[src/rtl/vctrl_reg_sequencer.sv]
// Write-side initiator for the vector control register file: latches one configuration
// request and writes vl (reg 0) and the matmul row/col thermometer masks (regs 31, 30, 29).
module vctrl_reg_sequencer #(
  parameter int WIDTH       = 32,
  parameter int LOG2NUMREGS = 5,
  parameter int MATSIZE     = 8,
  parameter int CNTW        = 8
) (
  input  logic                   clk,
  input  logic                   reset,
  input  logic                   req_valid,
  output logic                   req_ready,
  input  logic [WIDTH-1:0]       req_vl,
  input  logic [CNTW-1:0]        req_a_rows,
  input  logic [CNTW-1:0]        req_a_cols,
  input  logic [CNTW-1:0]        req_b_cols,
  input  logic [3:0]             req_fields,
  input  logic                   wr_grant,
  output logic [LOG2NUMREGS-1:0] c_reg,
  output logic [WIDTH-1:0]       c_writedatain,
  output logic                   c_we,
  output logic                   busy,
  output logic                   done
);

  typedef enum logic [1:0] {IDLE, WRITE, DONE} state_t;

  localparam logic [LOG2NUMREGS-1:0] REG_VL     = '0;
  localparam logic [LOG2NUMREGS-1:0] REG_A_ROWS = {LOG2NUMREGS{1'b1}};
  localparam logic [LOG2NUMREGS-1:0] REG_A_COLS = {LOG2NUMREGS{1'b1}} - LOG2NUMREGS'(1);
  localparam logic [LOG2NUMREGS-1:0] REG_B_COLS = {LOG2NUMREGS{1'b1}} - LOG2NUMREGS'(2);

  state_t             state_q;
  logic               req_ready_q;
  logic               busy_q;
  logic               done_q;
  logic [3:0]         pend_q;
  logic [3:0]         pend_d;
  logic [3:0]         cur_oh;
  logic [WIDTH-1:0]   vl_q;
  logic [MATSIZE-1:0] m_a_rows_q, m_a_cols_q, m_b_cols_q;
  logic [MATSIZE-1:0] m_a_rows_d, m_a_cols_d, m_b_cols_d;

  // Thermometer bit i is set when the count exceeds i; counts >= MATSIZE saturate to all ones.
  generate
    for (genvar gi = 0; gi < MATSIZE; gi++) begin : g_therm
      assign m_a_rows_d[gi] = (int'(req_a_rows) > gi);
      assign m_a_cols_d[gi] = (int'(req_a_cols) > gi);
      assign m_b_cols_d[gi] = (int'(req_b_cols) > gi);
    end
  endgenerate

  // Lowest-order pending field is the one currently presented on the port.
  assign cur_oh = pend_q & (~pend_q + 4'd1);

  always_comb begin
    c_reg         = '0;
    c_writedatain = '0;
    c_we          = 1'b0;
    if (state_q == WRITE) begin
      c_we = wr_grant && !reset && (pend_q != 4'd0);
      if (cur_oh[0]) begin
        c_reg         = REG_VL;
        c_writedatain = vl_q;
      end else if (cur_oh[1]) begin
        c_reg         = REG_A_ROWS;
        c_writedatain = WIDTH'(m_a_rows_q);
      end else if (cur_oh[2]) begin
        c_reg         = REG_A_COLS;
        c_writedatain = WIDTH'(m_a_cols_q);
      end else if (cur_oh[3]) begin
        c_reg         = REG_B_COLS;
        c_writedatain = WIDTH'(m_b_cols_q);
      end
    end
  end

  assign pend_d = c_we ? (pend_q & ~cur_oh) : pend_q;

  always_ff @(posedge clk) begin
    if (reset) begin
      state_q     <= IDLE;
      req_ready_q <= 1'b1;
      busy_q      <= 1'b0;
      done_q      <= 1'b0;
      pend_q      <= '0;
      vl_q        <= '0;
      m_a_rows_q  <= '0;
      m_a_cols_q  <= '0;
      m_b_cols_q  <= '0;
    end else begin
      case (state_q)
        IDLE: begin
          if (req_valid && req_ready_q) begin
            vl_q        <= req_vl;
            m_a_rows_q  <= m_a_rows_d;
            m_a_cols_q  <= m_a_cols_d;
            m_b_cols_q  <= m_b_cols_d;
            pend_q      <= req_fields;
            req_ready_q <= 1'b0;
            busy_q      <= 1'b1;
            if (req_fields != 4'd0) begin
              state_q <= WRITE;
            end else begin
              state_q <= DONE;
              done_q  <= 1'b1;
            end
          end
        end
        WRITE: begin
          pend_q <= pend_d;
          if (pend_d == 4'd0) begin
            state_q <= DONE;
            done_q  <= 1'b1;
          end
        end
        DONE: begin
          state_q     <= IDLE;
          done_q      <= 1'b0;
          busy_q      <= 1'b0;
          req_ready_q <= 1'b1;
        end
        default: begin
          state_q     <= IDLE;
          done_q      <= 1'b0;
          busy_q      <= 1'b0;
          req_ready_q <= 1'b1;
        end
      endcase
    end
  end

  assign req_ready = req_ready_q;
  assign busy      = busy_q;
  assign done      = done_q;

endmodule

[config.mk]
export PLATFORM = sky130hd
export DESIGN_NAME = vctrl_reg_sequencer
export DESIGN_NICKNAME = d
export VERILOG_FILES = /design/src/rtl/vctrl_reg_sequencer.sv
export SDC_FILE = /design/constraint.sdc
export NUM_CORES = 1
export LEC_CHECK = 0
export BUFFER_PORTS_ARGS = -buffer_cell sky130_fd_sc_hd__buf_2
export CELL_PAD_IN_SITES_DETAIL_PLACEMENT = 1
export CELL_PAD_IN_SITES_GLOBAL_PLACEMENT = 1
export CORE_AREA = 2 2 100 102
export DETAILED_ROUTE_END_ITERATION = 8
export DIE_AREA = 0 0 102 104
export GPL_TIMING_DRIVEN = 0
export PLACE_DENSITY = 0.75
export SLEW_MARGIN = 40
export SYNTH_ARGS = -nofsm -noshare
export SYNTH_HDL_FRONTEND = slang
export SYNTH_SLANG_ARGS = --single-unit
[constraint.sdc]
create_clock -name clk -period 1.5 [get_ports clk]
set_input_delay 0.225 -clock clk [delete_from_list [all_inputs] [get_ports clk]]
set_output_delay 0.225 -clock clk [all_outputs]
set_load 0.005 [all_outputs]
==> parameters.txt <==
Parameter                              Value

Setup path
  Critical Path Sink ... c_writedatain[6]
  Endpoint type of the worst setup path ... output port
  Register-to-Register Setup Slack ... -0.23 ns
  Endpoint of the worst register-to-register path ... m_a_cols_q[1]$_SDFFE_PP0P_
  Worst Setup Path Type ... reg2out
  Cell mode on critical path ... buf_12
  Largest stage delay on the critical path ... 0.36 ns
  Cell-by-cell listing of the critical path ... nor2b_4 -> buf_6 -> buf_12 -> buf_12 -> nand3_4 -> o31ai_4 -> buf_2
  WP data required ... 1.27 ns
  Cell with the largest stage delay on the worst path ... dfxtp_4
  Worst Path Arrival ... 1.64 ns
  Kind of start point of the critical path ... flop
  Startpoint of the most critical register-to-register path ... state_q[0]$_SDFFE_PP0P_
  Critical Path Fanout Max ... 6
  Launch point of the worst path ... state_q[0]$_SDFFE_PP0P_
  Number of cells on the worst reg-to-reg path ... 7

Floorplanning
  Initial Util ... 0.314
  Count of standard-cell rows ... 36
  Floorplan die height ... 104 um
  Die area ... 0.0106 mm^2
  I/O Pins ... 105
  Die Wd ... 102 um
  Area inside the core boundary ... 0.00955 mm^2

Timing
  Hold_ws ... 0.113 ns
  Shortest clock period the worst path allows after layout ... 1.86 ns
  Final-report setup violation count ... 101
  Unrepaired setup endpoints after global routing ... true
  Worst Slack Setup Final ... -0.362 ns
  Total count of max-transition violations in the final report ... 0
  Fmax achieved ... 537 MHz
  Final period utilization ... 1.24
  Least-Margin Pin Slew ... 0.761 ns
  Setup clock skew after layout ... 0.0136 ns
  Hold violation count in the final report ... 0
  Tightest slew margin relative to the limit ... 0.493

Synthesis
  Average cell area after synthesis ... 7.80 um^2
  Mapped Nets ... 449
  Cell count after synthesis ... 385
  Distinct cells, synth ... 34
  Library cell with the largest summed area after synthesis ... dfxtp_1
  Sequential fraction of the synthesis area ... 0.433
  Ys flop type ... dfxtp_1
  Synth Cell Area ... 0.00300 mm^2
  Ys Warns ... 0
  Count of flip-flops with a built-in enable after synthesis ... 0
  Top cell type's share of synthesized area ... 0.433
  Number of register bits inferred by synthesis ... 65
  FFs w/ async S/R, synth ... 0
  Ranking of synthesized cells by area ... dfxtp_1 (43%), nand2_1 (9.7%), a21oi_1 (7.0%)

Layout
  Count of antenna diodes in the layout ... 0
  Number of nets at the end of the flow ... 603
  Commonest non-fill, non-tap cell in the layout ... buf_2
  Util after Layout ... 0.568
  Syn-to-layout area delta ... 80.6%
  Fraction of layout instances using a drive strength above 1 ... 0.539
  Filler Cell Count ... 1107
  Non-Filler Cell Area, Final ... 0.00542 mm^2
  Top library cells by usage in the layout, fill and taps aside ... buf_2 (86), nand2_1 (72), dfxtp_1 (60), buf_6 (47), nor2_1 (34)

Clock network
  TritonCTS clock tree ... done
  Total of hold buffers inserted after clock tree synthesis ... 0
  Root buf cell ... clkbuf_8
  CTS Buf Count ... 9
  Number of sinks handled by clock tree synthesis ... 65
  Maximum number of buffers from clock root to sink ... 2
  Latest clock arrival within the worst-skew pair ... 0.35 ns
  Worst-path clk slew ... 0.08 ns
  H-tree depth ... 3

Power
  Peak supply drop ... 0.511 mV
  Power density relative to cell area ... 965 mW/mm^2
  Total power consumption of the routed design ... 5240 uW
  Static leakage ... 0.00221 uW

Drt
  Final wirelength ... 13700 um
  Number of iterations in the first detailed-routing pass ... 4
  Count of nets left with antenna violations after detail routing ... 0
  Iteration-0 DRC count of the detailed router ... 169
  Number of vias in the routed layout ... 3531
  Detailed-route DRC error count ... 0
  Routed length per instance ... 20.2 um
  Ratio of routed vias to standard cells ... 5.22

Global routing
  Global-route wire length before repair ... 19000 um
  Grt met2 use ... 0.418
  Vias in the first global route ... 3541
  Largest net degree at the start of global routing ... 11
  Global-route track usage on met1 ... 0.276
  Antenna violations before repair ... 0
  Top Usage Layer GRT ... met2
  Combined global-route utilization of all metal layers ... 0.234
  Global route overflow ... 0
  Met3 track utilization from global routing ... 0.0376

Min path
  Worst min-delay path category ... in2reg

Place
  Hpwl dp ... 7370 um
  Number of buffers inserted by port buffering ... 104
  GP Congestion ... 0.795
  Area post-placement ... 0.00369 mm^2
  Pre-CTS setup slack ... -0.415 ns

Flow run
  Maximum Capacitance Violations ... 0

Outcome
  Violations in the final reports ... negative setup slack
  Outcome ... complete, but fails checks
-- state kept, by name, indices dropped and copies added (netlist names) --
name / count
m_a_rows_q: 8
vl_q: 32
busy: 1
done: 1
state_q: 2
m_b_cols_q: 8
m_a_cols_q: 8
pend_q: 4
req_ready: 1
-- metal layers --
metal,part of all wire,vias up
li1,-,1650
met1,0.41,1723
met2,0.52,126
met3,0.042,32
met4,0.032,0
met5,0,-
-- critical path: cells and delay by family (launching register included) --
kind                   cells  cell delay [ns]
AOI/OAI and AO/OA          1             0.09
buffers and inverters      4             0.57
DFF                        1             0.36
and+or+nand+nor            2             0.26
-- through the flow --
stage / instances / TNS, ns
CTS: 658 / -15.92
detailed placement: 622 / -9.27
finish: 677 / -18.57
global route: 677 / -23.26
global placement: 622 / -8.17
floorplan: 385 / 0
-- final cells by class --
cell class	instances	area (um^2)	share of cell area
plain buffers	31	343	0.0632
well taps	133	166	0.0307
inverters	4	17.5	0.00323
clock buffers	14	163	0.0300
multi-input cells	280	2120	0.392
repair buffers	148	1230	0.227
clock inverters	2	60.1	0.0111
flip-flops and latches	65	1320	0.243
-- synthesized netlist by cell type (all sizes together), types with 3 or more instances --
master / count
nand2b: 5
and3: 27
o21ai: 9
nor2: 38
and2b: 3
a21oi: 42
nor2b: 8
dfxtp: 65
a211oi: 21
inv: 4
clkbuf: 19
o31ai: 7
nand2: 78
buf: 17
a221oi: 6
nand3: 11
nor3: 12
-- worst min path at each step --
stage / from / to / slack [ns] / depth (start not counted)
2_1_floorplan: req_a_cols[1] / m_a_cols_q[1]$_SDFFE_PP0P_ / 0.36 / 2
3_3_place_gp: vl_q[16]$_SDFFE_PP0P_ / vl_q[16]$_SDFFE_PP0P_ / 0.44 / 2
3_5_place_dp: vl_q[26]$_SDFFE_PP0P_ / vl_q[26]$_SDFFE_PP0P_ / 0.45 / 2
4_1_cts: req_vl[4] / vl_q[4]$_SDFFE_PP0P_ / 0.11 / 3
5_1_grt: req_vl[17] / vl_q[17]$_SDFFE_PP0P_ / 0.12 / 3
6_report: req_vl[17] / vl_q[17]$_SDFFE_PP0P_ / 0.11 / 3
-- cells by family after synthesis --
logic type / share of synthesized area
AO/OA/AOI/OAI: 0.190
buffers and inverters: 0.0737
flip-flops: 0.433
AND/OR/NAND/NOR: 0.297
adder cells (fa/ha/maj): 0.00667
-- power by group --
part	leakage, uW	switching, uW	internal [uW]	total [uW]
registers	0.000539	140	1890	2020
logic	0.00156	750	736	1490
clock network	0.000111	694	1030	1720
-- what timing repair did --
| action | in CTS | in global routing |
|---|---|---|
| pin swaps | 22 | 29 |
| endpoints found under the setup margin | 63 | 101 |
| resized for setup | 154 | 95 |
| gates cloned | 8 | 2 |
| buffers inserted | 15 | 21 |
(Power assumes the default switching activity.)
